==> config.mk <==
export PLATFORM = sky130hd
export DESIGN_NAME = mem_port_arbiter_flat
export DESIGN_NICKNAME = d
export VERILOG_FILES = /design/src/rtl/mem_port_arbiter_if.sv /design/src/rtl/mem_port_arbiter.sv /design/src/flat_wrapper.sv
export SDC_FILE = /design/constraint.sdc
export NUM_CORES = 1
export LEC_CHECK = 0
export BUFFER_PORTS_ARGS = -buffer_cell sky130_fd_sc_hd__buf_2
export CORE_UTILIZATION = 30
export CTS_BUF_LIST = sky130_fd_sc_hd__clkbuf_16
export DETAILED_ROUTE_END_ITERATION = 7
export HOLD_SLACK_MARGIN = 0.15
export SETUP_SLACK_MARGIN = 0.15
export SYNTH_ARGS = -nofsm -noshare
export SYNTH_HDL_FRONTEND = slang
export SYNTH_SLANG_ARGS = --single-unit
==> constraint.sdc <==
create_clock -name clk -period 4.64 [get_ports clk]
set_clock_uncertainty 0.05 [all_clocks]
set_input_delay 0 -clock clk [delete_from_list [all_inputs] [get_ports clk]]
set_output_delay 0 -clock clk [all_outputs]
set_load 0.03 [all_outputs]
==> src/rtl/mem_port_arbiter_if.sv <==
// -----------------------------------------------------------------------------
// mem_port_arbiter_if
//
// Bundles every handshake and bus signal of mem_port_arbiter: the
// instruction-fetch requester (i_*), the load/store requester (d_*), the
// single-port memory (mem_*) and the two stall counters.
//
// Modports:
//   slave  - the arbiter's view (takes requests and memory responses, drives
//            done pulses, read data, memory commands and stall counters).
//   master - the surrounding system's view (requesters plus memory model).
//
// Parameters:
//   WIDTH  - data and address width in bits; must match the arbiter's WIDTH.
// -----------------------------------------------------------------------------
interface mem_port_arbiter_if #(
    parameter int WIDTH = 32
);

    // Instruction-fetch requester
    logic             i_req;
    logic [WIDTH-1:0] i_addr;
    logic             i_done;
    logic [WIDTH-1:0] i_rdata;

    // Load/store requester
    logic             d_req;
    logic             d_we;
    logic [WIDTH-1:0] d_addr;
    logic [WIDTH-1:0] d_wdata;
    logic             d_done;
    logic [WIDTH-1:0] d_rdata;

    // Unified single-port memory
    logic             mem_req;
    logic             mem_we;
    logic [WIDTH-1:0] mem_addr;
    logic [WIDTH-1:0] mem_wdata;
    logic             mem_ready;
    logic [WIDTH-1:0] mem_rdata;

    // Stall statistics
    logic [31:0]      i_stall_cnt;
    logic [31:0]      d_stall_cnt;

    modport slave (
        input  i_req, i_addr,
        output i_done, i_rdata,
        input  d_req, d_we, d_addr, d_wdata,
        output d_done, d_rdata,
        output mem_req, mem_we, mem_addr, mem_wdata,
        input  mem_ready, mem_rdata,
        output i_stall_cnt, d_stall_cnt
    );

    modport master (
        output i_req, i_addr,
        input  i_done, i_rdata,
        output d_req, d_we, d_addr, d_wdata,
        input  d_done, d_rdata,
        input  mem_req, mem_we, mem_addr, mem_wdata,
        output mem_ready, mem_rdata,
        input  i_stall_cnt, d_stall_cnt
    );

endinterface

==> src/rtl/mem_port_arbiter.sv <==
// -----------------------------------------------------------------------------
// mem_port_arbiter
//
// Shares one unified single-port memory between the instruction-fetch
// requester (I) and the load/store requester (D). One transaction is in
// flight at a time; the owner gets a one-cycle done pulse together with
// registered read data.
//
// Arbitration: D wins in IDLE unless I is pending and D has already been
// granted STREAK_MAX times in a row while I waited; then I is forced.
//
// Ports:
//   clk  - clock, all state updates on the rising edge.
//   rst  - asynchronous active-low reset (0 = reset).
//   bus  - mem_port_arbiter_if.slave carrying i_*, d_*, mem_* and the
//          stall counters.
//
// Parameters:
//   WIDTH      - data/address width (must match the interface WIDTH).
//   STREAK_MAX - consecutive D grants while I waits before I is forced,
//                legal range 1..15.
//
// Optional feature (macro ARB_PERF_EN):
//   defined     - i_stall_cnt / d_stall_cnt count cycles with the request
//                 high and no done pulse (32-bit, wrapping).
//   not defined - both counters are constant 0 and no flops are built.
// -----------------------------------------------------------------------------
module mem_port_arbiter #(
    parameter int WIDTH      = 32,
    parameter int STREAK_MAX = 4
) (
    input logic                clk,
    input logic                rst,
    mem_port_arbiter_if.slave  bus
);

    typedef enum logic [1:0] {
        IDLE   = 2'd0,
        BUSY_I = 2'd1,
        BUSY_D = 2'd2,
        RESP   = 2'd3
    } state_t;

    typedef enum logic [1:0] {
        OWN_NONE = 2'd0,
        OWN_I    = 2'd1,
        OWN_D    = 2'd2
    } owner_t;

    localparam logic [3:0] STREAK_LIM = 4'(STREAK_MAX);

    state_t           state_q;
    state_t           state_d;
    owner_t           owner_q;
    logic [3:0]       streak_q;
    logic             grant_i;
    logic             grant_d;
    logic             force_i;

    logic             mem_we_q;
    logic [WIDTH-1:0] mem_addr_q;
    logic [WIDTH-1:0] mem_wdata_q;
    logic [WIDTH-1:0] i_rdata_q;
    logic [WIDTH-1:0] d_rdata_q;

    // I is forced once D has used up its streak while I was waiting.
    assign force_i = bus.i_req && (streak_q == STREAK_LIM);

    // -------------------------------------------------------------------------
    // Next-state and grant decode
    // -------------------------------------------------------------------------
    // NOTE: every output of this block gets a default first, so no path
    // leaves a signal unassigned and no latch is inferred.
    always_comb begin
        state_d = state_q;
        grant_i = 1'b0;
        grant_d = 1'b0;
        unique case (state_q)
            IDLE: begin
                // Requests are only sampled here.
                if (bus.d_req && !force_i) begin
                    state_d = BUSY_D;
                    grant_d = 1'b1;
                end else if (bus.i_req) begin
                    state_d = BUSY_I;
                    grant_i = 1'b1;
                end
            end
            BUSY_I, BUSY_D: begin
                if (bus.mem_ready) begin
                    state_d = RESP;
                end
            end
            RESP: begin
                state_d = IDLE;
            end
            default: begin
                state_d = IDLE;
            end
        endcase
    end

    // -------------------------------------------------------------------------
    // State register
    // -------------------------------------------------------------------------
    // NOTE: sequential state uses non-blocking assignments so every flop
    // samples pre-edge values regardless of statement order.
    always_ff @(posedge clk or negedge rst) begin
        if (!rst) begin
            state_q <= IDLE;
        end else begin
            state_q <= state_d;
        end
    end

    // -------------------------------------------------------------------------
    // Grant bookkeeping: owner, streak and registered memory command
    // -------------------------------------------------------------------------
    always_ff @(posedge clk or negedge rst) begin
        if (!rst) begin
            owner_q     <= OWN_NONE;
            streak_q    <= 4'd0;
            mem_we_q    <= 1'b0;
            mem_addr_q  <= '0;
            mem_wdata_q <= '0;
        end else begin
            if (grant_d) begin
                owner_q     <= OWN_D;
                mem_we_q    <= bus.d_we;
                mem_addr_q  <= bus.d_addr;
                mem_wdata_q <= bus.d_wdata;
                // Streak only grows while I is actually being held off.
                if (!bus.i_req) begin
                    streak_q <= 4'd0;
                end else if (streak_q != STREAK_LIM) begin
                    streak_q <= streak_q + 4'd1;
                end
            end else if (grant_i) begin
                owner_q     <= OWN_I;
                mem_we_q    <= 1'b0;
                mem_addr_q  <= bus.i_addr;
                mem_wdata_q <= '0;
                streak_q    <= 4'd0;
            end else if (state_q == RESP) begin
                owner_q     <= OWN_NONE;
            end
        end
    end

    // -------------------------------------------------------------------------
    // Read-data capture; each register holds between its own transactions
    // -------------------------------------------------------------------------
    always_ff @(posedge clk or negedge rst) begin
        if (!rst) begin
            i_rdata_q <= '0;
            d_rdata_q <= '0;
        end else begin
            if (state_q == BUSY_I && bus.mem_ready) begin
                i_rdata_q <= bus.mem_rdata;
            end
            // Stores complete without touching d_rdata.
            if (state_q == BUSY_D && bus.mem_ready && !mem_we_q) begin
                d_rdata_q <= bus.mem_rdata;
            end
        end
    end

    // -------------------------------------------------------------------------
    // Outputs: decoded from registered state only
    // -------------------------------------------------------------------------
    assign bus.mem_req   = (state_q == BUSY_I) || (state_q == BUSY_D);
    assign bus.mem_we    = mem_we_q;
    assign bus.mem_addr  = mem_addr_q;
    assign bus.mem_wdata = mem_wdata_q;
    assign bus.i_done    = (state_q == RESP) && (owner_q == OWN_I);
    assign bus.d_done    = (state_q == RESP) && (owner_q == OWN_D);
    assign bus.i_rdata   = i_rdata_q;
    assign bus.d_rdata   = d_rdata_q;

    // -------------------------------------------------------------------------
    // Stall counters
    // -------------------------------------------------------------------------
`ifdef ARB_PERF_EN
    logic [31:0] i_stall_q;
    logic [31:0] d_stall_q;

    always_ff @(posedge clk or negedge rst) begin
        if (!rst) begin
            i_stall_q <= 32'd0;
            d_stall_q <= 32'd0;
        end else begin
            if (bus.i_req && !bus.i_done) begin
                i_stall_q <= i_stall_q + 32'd1;
            end
            if (bus.d_req && !bus.d_done) begin
                d_stall_q <= d_stall_q + 32'd1;
            end
        end
    end

    assign bus.i_stall_cnt = i_stall_q;
    assign bus.d_stall_cnt = d_stall_q;
`else
    assign bus.i_stall_cnt = 32'd0;
    assign bus.d_stall_cnt = 32'd0;
`endif

endmodule

==> src/flat_wrapper.sv <==
// flat-port wrapper written by rule: the top's interface ports become plain ports
module mem_port_arbiter_flat 
#(
    parameter int WIDTH      = 32,
    parameter int STREAK_MAX = 4
)
  (clk, rst, bus_i_req, bus_i_addr, bus_i_done, bus_i_rdata, bus_d_req, bus_d_we, bus_d_addr, bus_d_wdata, bus_d_done, bus_d_rdata, bus_mem_req, bus_mem_we, bus_mem_addr, bus_mem_wdata, bus_mem_ready, bus_mem_rdata, bus_i_stall_cnt, bus_d_stall_cnt);
  mem_port_arbiter_if #(.WIDTH(WIDTH)) bus_i ();
  input logic clk;
  input logic rst;
  input wire logic [$bits(bus_i.i_req)-1:0] bus_i_req;
  input wire logic [$bits(bus_i.i_addr)-1:0] bus_i_addr;
  output wire logic [$bits(bus_i.i_done)-1:0] bus_i_done;
  output wire logic [$bits(bus_i.i_rdata)-1:0] bus_i_rdata;
  input wire logic [$bits(bus_i.d_req)-1:0] bus_d_req;
  input wire logic [$bits(bus_i.d_we)-1:0] bus_d_we;
  input wire logic [$bits(bus_i.d_addr)-1:0] bus_d_addr;
  input wire logic [$bits(bus_i.d_wdata)-1:0] bus_d_wdata;
  output wire logic [$bits(bus_i.d_done)-1:0] bus_d_done;
  output wire logic [$bits(bus_i.d_rdata)-1:0] bus_d_rdata;
  output wire logic [$bits(bus_i.mem_req)-1:0] bus_mem_req;
  output wire logic [$bits(bus_i.mem_we)-1:0] bus_mem_we;
  output wire logic [$bits(bus_i.mem_addr)-1:0] bus_mem_addr;
  output wire logic [$bits(bus_i.mem_wdata)-1:0] bus_mem_wdata;
  input wire logic [$bits(bus_i.mem_ready)-1:0] bus_mem_ready;
  input wire logic [$bits(bus_i.mem_rdata)-1:0] bus_mem_rdata;
  output wire logic [$bits(bus_i.i_stall_cnt)-1:0] bus_i_stall_cnt;
  output wire logic [$bits(bus_i.d_stall_cnt)-1:0] bus_d_stall_cnt;
  assign bus_i.i_req = bus_i_req;
  assign bus_i.i_addr = bus_i_addr;
  assign bus_i_done = bus_i.i_done;
  assign bus_i_rdata = bus_i.i_rdata;
  assign bus_i.d_req = bus_d_req;
  assign bus_i.d_we = bus_d_we;
  assign bus_i.d_addr = bus_d_addr;
  assign bus_i.d_wdata = bus_d_wdata;
  assign bus_d_done = bus_i.d_done;
  assign bus_d_rdata = bus_i.d_rdata;
  assign bus_mem_req = bus_i.mem_req;
  assign bus_mem_we = bus_i.mem_we;
  assign bus_mem_addr = bus_i.mem_addr;
  assign bus_mem_wdata = bus_i.mem_wdata;
  assign bus_i.mem_ready = bus_mem_ready;
  assign bus_i.mem_rdata = bus_mem_rdata;
  assign bus_i_stall_cnt = bus_i.i_stall_cnt;
  assign bus_d_stall_cnt = bus_i.d_stall_cnt;
  mem_port_arbiter #(.WIDTH(WIDTH), .STREAK_MAX(STREAK_MAX)) u_core (.clk(clk), .rst(rst), .bus(bus_i));
endmodule
## Yosys cells after proc, flatten, opt, wreduce, memory -nomap -nowiden

Index checks and enable logic that the tools add are counted.

- Bits of input ports: 134
- Flip-flop bits (word level): 137
- Output and inout port bits: 196
- Logic and storage cells: 57

- Equal/unequal tests: 10
- Reduce and logical (&&, ||, !) cells: 16
- Add/sub/neg operators: 1
- Muxes and demuxes: 22

Operators with widths:

| operator | count |
|---|---|
| 32-bit two-way mux | 4 |
| 4-bit two-way mux | 4 |
| 2-bit two-way mux | 6 |
| 1-bit logical AND | 7 |
| 1-bit two-way mux | 7 |
| 2-bit == test, second input constant | 3 |
| 2-bit one-hot mux with 3 select lines | 1 |
| 4-bit by 1-bit adder with 4-bit output, second input constant | 1 |
| 2-bit by 1-bit == test with 1-bit output, second input constant | 2 |
| 4-bit by 3-bit == test with 1-bit output, second input constant | 1 |
| 4-bit by 3-bit != test with 1-bit output, second input constant | 1 |
| 2-bit AND reduction | 2 |
| 3-bit by 2-bit != test with 1-bit output, second input constant | 1 |
| 3-bit != test, second input constant | 1 |
| 3-bit nonzero test | 1 |
| 1-bit logical NOT | 2 |
| 2-bit logical NOT | 1 |
| 2-bit != test, second input constant | 1 |
| 2-bit nonzero test | 1 |
| 2-bit OR reduction | 1 |
| 1-bit logical OR | 1 |

## Longest topological paths before layout

Gate-level depths: netlist of the first run.

- Word-level depth: 8
- Depth in mapped cells: 7
- Mapped depth without buffers: 5

## Least setup slack after synthesis of the first run

OpenSTA, ideal clock, no wires.

- Kind: register to register
- Start point: register u_core.streak_q[0]
- End point: register u_core.mem_addr_q[15], in the netlist u_core.bus.mem_addr[15]
- Clock period less this slack: 1.599 ns
- Path slack: 3.041 ns
- Buffers on the path: 2
- Arrival time: 1.423 ns
- Library setup time: 0.126 ns
- Cell stages (with the launch flop): 8
- Required time: 4.464 ns
- Path through: dfrtp_1 inv_1 ha_1 and4b_1 nor2_1 buf_6 buf_6 a221o_1

- Word-level cells in the longest chain between the ends: 7
- Elaborated cells on any way between the ends: 10
- Those cells by class: eq/ne (1); mux (5); reduce/logical (4)

Ends and longest elaborated chain:

| element | RTL line | RTL |
|---|---|---|
| start: declaration | mem_port_arbiter.sv:55 | `logic [3:0] streak_q;` |
| start signal: assignment | mem_port_arbiter.sv:136 | `streak_q <= streak_q + 4'd1;` |
| 4-bit by 3-bit == test with 1-bit output (*) | mem_port_arbiter.sv:67 | `assign force_i = bus.i_req && (streak_q == STREAK_LIM);` |
| 1-bit logical AND (*) | mem_port_arbiter.sv:67 |  |
| 1-bit logical NOT (*) | mem_port_arbiter.sv:81 | `if (bus.d_req && !force_i) begin` |
| 1-bit logical AND (*) | mem_port_arbiter.sv:81 |  |
| 1-bit two-way mux | mem_port_arbiter.sv:81 |  |
| 1-bit two-way mux | mem_port_arbiter.sv:78 | `unique case (state_q)` |
| 32-bit two-way mux or 2-bit nonzero test (tied branches) | -- |  |
| end signal: assignment | mem_port_arbiter.sv:130 | `mem_addr_q <= bus.d_addr;` |
| end signal: assignment | mem_port_arbiter.sv:141 | `mem_addr_q <= bus.i_addr;` |
| end: declaration | mem_port_arbiter.sv:61 | `logic [WIDTH-1:0] mem_addr_q;` |

Mark *: on every way between the ends. The rest lies on a longest branch, timed or not.
A chain may end at the register's enable or synchronous reset.

## Worst setup path in the final report of the first run

- Start point: register u_core.state_q[0]
- End point: register u_core.state_q[0]

- Word-level cells in the longest chain between the ends: 4
- Elaborated cells on any way between the ends: 9
- Those cells by class: eq/ne (5); mux (1); reduce/logical (3)

Ends and longest elaborated chain:

| element | RTL line | RTL |
|---|---|---|
| start: declaration | mem_port_arbiter.sv:52 | `state_t state_q;` |
| start signal: assignment | mem_port_arbiter.sv:112 | `state_q <= state_d;` |
| 2-bit == test or 2-bit by 1-bit == test with 1-bit output (tied branches) | mem_port_arbiter.sv:78 |  |
| 2-bit OR reduction | mem_port_arbiter.sv:78 |  |
| 2-bit != test (no source line) | -- |  |
| 2-bit AND reduction (no source line) | -- |  |

Several ways; a longest one is shown, not always the timed one.

==> results of run 1 <==
stage by stage:
stage / power [mW] / std cells / cell area, um2
5_1_grt: 7.15 / 1127 / 9330
2_1_floorplan: 4.23 / 498 / 6160
3_3_place_gp: 5.03 / 947 / 7280
3_5_place_dp: 5.06 / 947 / 7280
6_report: 6.77 / 1127 / 9330
4_1_cts: 6.80 / 1127 / 9330
cell usage after synthesis, types with 3 or more instances:
cell type	count	share of area (%)
mux2_2	65	12
and2_1	32	3.4
nand2_1	5	0.32
buf_2	18	1.5
a22o_1	34	5.0
clkbuf_1	3	0.19
nor2b_1	4	0.42
dfrtp_1	137	58
buf_4	64	8.1
ha_1	7	1.5
a221o_1	34	5.7
inv_1	4	0.25
placed cells by master (no fill, tap or decap), types with 5 or more instances in the layout:
cell type	count
and2_1	32
nand2_1	5
dlygate4sd3_1	148
clkbuf_16	17
mux2_2	65
a22o_1	34
conb_1	64
buf_4	6
buf_2	264
dfrtp_1	137
ha_1	7
inv_6	6
a221o_1	34
routing by layer:
metal  wire (um)  global-route usage, %
met1        6650                   18.4
met3        1100                   3.80
met4         269                   7.07
met5           0                      0
met2        7750                   26.4
flip-flops by register name, summed over array words and instances, names as in the netlist:
register	cells
u_core.bus.d_rdata	32
u_core.bus.i_rdata	32
u_core.bus.mem_addr	32
u_core.bus.mem_wdata	32
u_core.streak_q	4
u_core.owner_q	2
u_core.state_q	2
u_core.bus.mem_we	1
cells by family (layout without fill, tap and decap cells):
group	Yosys count	after routing	share of synthesized area, %
muxes	65	65	12.3
AOI/OAI and AO/OA	79	79	12.1
DFF	137	137	57.8
adders and majority gates	7	7	1.48
and+or+nand+nor	55	55	5.74
other	1	64	0.0633
buffers and inverters	91	455	10.4
final cells by class:
cell class	count	area [um2]	area share, %
sequential	137	3430	36.7
timing repair buffer	419	2860	30.6
multi-input combinational	270	2130	22.8
clock buffer	17	425	4.56
tap	265	332	3.55
clock inverter	15	140	1.50
inverter	4	15.0	0.161
power breakdown:
group          total, mW  switching [mW]  internal, mW
Combinational       3.43            2.02          1.42
Clock               1.30           0.555         0.746
Sequential          2.03           0.274          1.76
worst register-to-register path, stage by stage (launching register included):
cell and delay, ns:
dfrtp_1 0.41, inv_1 0.12, ha_1 0.30, or3b_2 0.49
o2111ai_1 0.10, dlygate4sd3_1 0.58, o211ai_1 0.09, dlygate4sd3_1 0.58
worst min path at each step:
stage / endpoint / start / cells past startpoint / slack [ns]
2_1_floorplan: u_core.bus.d_rdata[0] / rst / 0 / -0.35
3_3_place_gp: u_core.bus.i_rdata[27] / rst / 1 / 0.12
3_5_place_dp: u_core.bus.d_rdata[24] / rst / 1 / 0.12
4_1_cts: u_core.bus.d_rdata[24] / rst / 2 / 0.24
5_1_grt: u_core.bus.mem_wdata[8] / bus_d_wdata[8] / 3 / 0.28
6_report: u_core.bus.i_rdata[27] / rst / 2 / 0.22
==> results.cfg, run 1 <==
[detailed_routing]
vias_per_cell = 4.29
drc = 0
drt_iter0_drc = 102
via_count = 4838
finalWirelength_um = 15800
ant_nets = 0
drt-pass1-iter-count = 4
wire_per_inst_um = 14.0

[global_routing]
grt_pass1_wl_um = 24300
grt_max_degree = 100
grt_pass1_vias = 4808
grt.total_usage_pct = 15.5
grt_overflow = 0
antenna_found_initial = 0

[final_layout]
diodes = 0
nets = 990
drive_above_1_share_pct = 43.2
fin_util_pct = 48.1
area_delta_synth_final_pct = 57.4
final.fill_count = 1782

[cts]
cts_tree = yes
cts.sinks = 137
clock_latency_ns = 0.42
cts_max_level = 4
root_buffer = clkbuf_16
clockBufferDepth = 2
ctsResizeCount = 0
cts_post_setup_buffers_inserted = 0
numCtsBuffers = 17
path_clk_slew_ns = 0.06
ctsHoldBuffers = 148

[timing]
slew_violations = 0
rsz0062_at_grt = false
hold_violations = 0
fin_hold_ws_ns = 0.222
worst_pin_slew_ns = 0.910
finalSetupTns_ns = 0
worst_slack_ns = 1.81
min_period_over_period_pct = 61.1
min_period_ns = 2.83
setup_violations = 0
fmax_mhz = 353
slew_headroom_pct = 39.3

[critical_path]
crit_fanout = 6
crit_family = buffers and inverters
slowest_stage = dlygate4sd3_1
cp-end-kind = flip-flop
critPathBufInv = 3
startpoint = u_core.state_q[0]
worstPathArrival_ns = 3.08
r2r_end = u_core.state_q[0]
reg2reg_from = u_core.state_q[0]
cp_data_required_time_ns = 4.89
cp-start-kind = flip-flop
worstRegToRegCells = 7
cp_common_cell = dlygate4sd3_1
crit_end = u_core.state_q[0]
worst_path_largest_cell_delay_ns = 0.58
worstPathCellList = inv_1 > ha_1 > or3b_2 > o2111ai_1 > dlygate4sd3_1 > o211ai_1 > dlygate4sd3_1
crit_type = reg -> reg
crit_cells = 7
reg2reg_slack_ns = 1.81

[yosys]
synth_cell_types = 33
syn_avg_cell_area_um2 = 13.6
synth_warnings = 0
ys_seq_area_share_pct = 57.8
netlist_instances = 435
synthArstFlopShare_pct = 100
ys_ff_latch = 137
syn_area_mm2 = 0.00593
synth_edf_count = 0
synthFlopType = dfrtp_1

[placed_design]
gp_congestion = 0.738
place_ws_ns = 2.39
dp_hpwl_um = 9520
io_buffers = 265

[floorplan]
core_area_mm2 = 0.0194
dieArea_mm2 = 0.0203
row_count = 51
die_h_um = 143
die_w_um = 143
ioPinCount = 330
initial_utilization_pct = 30.6

[status]
status = complete, no violations

[power]
p_leak_nw = 4.70
powerDensity_mw_per_mm2 = 725
vdd_ir_drop_max_v = 0.000374

[job]
cap_violations = 0

[min_path]
hp-class = in -> async
(Power assumes the default switching activity.)
==> inputs of run 2 (changes only) <==
==> constraint.sdc (replaced) <==
create_clock -name clk -period 2.95 [get_ports clk]
set_clock_uncertainty 0.05 [all_clocks]
set_input_delay 0 -clock clk [delete_from_list [all_inputs] [get_ports clk]]
set_output_delay 0 -clock clk [all_outputs]
set_load 0.03 [all_outputs]
==> run 2 against run 1 <==
  * Cell area grew 1.1%
  * Setup slack got worse by 1.5 ns
  * Critical path depth is the same
  * Total power up 62%
  * Critical path type unchanged
  * Largest cell class unchanged
==> results.cfg, run 2 (synthesized netlist as in run 1, its figures left out) <==
[final_layout]
final.fill_count = 1776
area_delta_synth_final_pct = 59.2
final_common_cell = buf_2
final_cell_mix = buf_2 (264), dlygate4sd3_1 (145), dfrtp_1 (137), mux2_2 (65), conb_1 (64)
diodes = 0
drive_above_1_share_pct = 43.1
nets = 987

[critical_path]
crit_type = reg -> reg
cp_data_required_time_ns = 3.19
reg2reg_slack_ns = 0.34
critPathBufInv = 3
crit_family = buffers and inverters
worstPathCellList = inv_1 > ha_1 > o21ai_4 > buf_6 > and2_1 > a221o_1 > dlygate4sd3_1
cp-start-kind = flip-flop
slowest_stage = dlygate4sd3_1
crit_fanout = 50
cp-end-kind = flip-flop
worst_path_largest_cell_delay_ns = 0.57
worstPathArrival_ns = 2.85

[global_routing]
grt_overflow = 0
grt_pass1_vias = 4613
grt.total_usage_pct = 15.1
antenna_found_initial = 0
grt_max_degree = 94
grt_pass1_wl_um = 23800

[floorplan]
dieArea_mm2 = 0.0203
die_w_um = 143
core_area_mm2 = 0.0194
initial_utilization_pct = 30.6
die_h_um = 143
row_count = 51
ioPinCount = 330

[timing]
worst_pin_slew_ns = 0.853
slew_headroom_pct = 43.1
min_period_ns = 2.61
slew_violations = 0
fin_hold_ws_ns = 0.221
rsz0062_at_grt = false
setup_violations = 0
hold_violations = 0
min_period_over_period_pct = 88.5
finalSetupTns_ns = 0
fmax_mhz = 383

[cts]
numCtsBuffers = 17
cts_tree = yes
clockBufferDepth = 2
cts_max_level = 4
root_buffer = clkbuf_16
path_clk_slew_ns = 0.06
cts_post_setup_buffers_inserted = 0
cts.sinks = 137
clock_latency_ns = 0.41

[power]
vdd_ir_drop_max_v = 0.000507
p_leak_nw = 4.75
power_mw = 11.0
powerDensity_mw_per_mm2 = 1160

[min_path]
hp-class = in -> async

[detailed_routing]
drc = 0
vias_per_cell = 4.32
drt-pass1-iter-count = 4
via_count = 4852
drt_iter0_drc = 187
wire_per_inst_um = 13.7
finalWirelength_um = 15400
ant_nets = 0

[status]
status = complete, no violations

[placed_design]
io_buffers = 265
dp_hpwl_um = 9650
gp_congestion = 0.717

[job]
cap_violations = 0
run 2: cell count changes in the layout (fill, tap and decap cells not counted), sizes merged:
cell,change
bufinv,+5
dlygate4sd3,-3
clkinvlp,-2
inv,-2
clkinv,-1
run 2: routing by layer:
layer  vias up  part of all wire (%)  track usage (%)
li1       2271                     -                -
met1      2354                    42             18.6
met2       214                    49             24.9
met3        13                   7.9             4.71
met4         0                   1.1             5.32
met5         -                     0                0
run 2: area by class of cell:
class                      instances  area (um2)  share of cell area, %
sequential                       137        3430                   36.3
clock inverter                    15         246                   2.61
timing repair buffer             416        2860                   30.3
multi-input combinational        270        2130                   22.6
inverter                           4        15.0                  0.159
clock buffer                      17         425                   4.51
tap                              265         332                   3.51
run 2: report_power, final:
part / leakage [nW] / switching (mW) / internal, mW
combinational: 2.74 / 3.15 / 2.21
clock: 0.323 / 0.825 / 1.59
sequential: 1.68 / 0.439 / 2.77
run 2: timing repair:
| action | 4_1_cts | 5_1_grt |
|---|---|---|
| endpoints found under the hold margin | 224 | 0 |
| endpoints found under the setup margin | 0 | 7 |
| resized for setup | 0 | 1 |
| hold buffers | 145 | 0 |
run 2: worst register-to-register path: cells and delay by family, from the launching register on:
| kind | cells | cell delay, ns |
|---|---|---|
| buffers and inverters | 3 | 0.96 |
| AOI/OAI and AO/OA | 2 | 0.51 |
| DFF | 1 | 0.41 |
| adders and majority gates | 1 | 0.32 |
| and+or+nand+nor | 1 | 0.25 |
run 2: worst paths after layout:
kind	startpoint	endpoint	cells past startpoint
max	u_core.state_q[0]	u_core.bus.mem_addr[9]	7
max in group asynchronous	rst	u_core.bus.mem_we	3
min in group clk	bus_i_addr[26]	u_core.bus.mem_addr[26]	3
min	rst	u_core.bus.d_rdata[27]	2
min reg2reg	u_core.bus.i_rdata[7]	u_core.bus.i_rdata[7]	1
max reg2reg	u_core.state_q[0]	u_core.bus.mem_addr[9]	7
run 2: metrics by stage:
stage | utilization (%) | std cells | setup WS (ns) | cell area, um2
final | 48.6 | 1124 | 0.340 | 9440
after global routing | 48.6 | 1124 | 0.200 | 9440
after CTS | 48.6 | 1124 | 0.288 | 9430
after detailed placement | 37.7 | 947 | 0.854 | 7310
after global placement | 37.7 | 947 | 0.961 | 7310
after floorplan | - | 498 | 1.35 | 6160
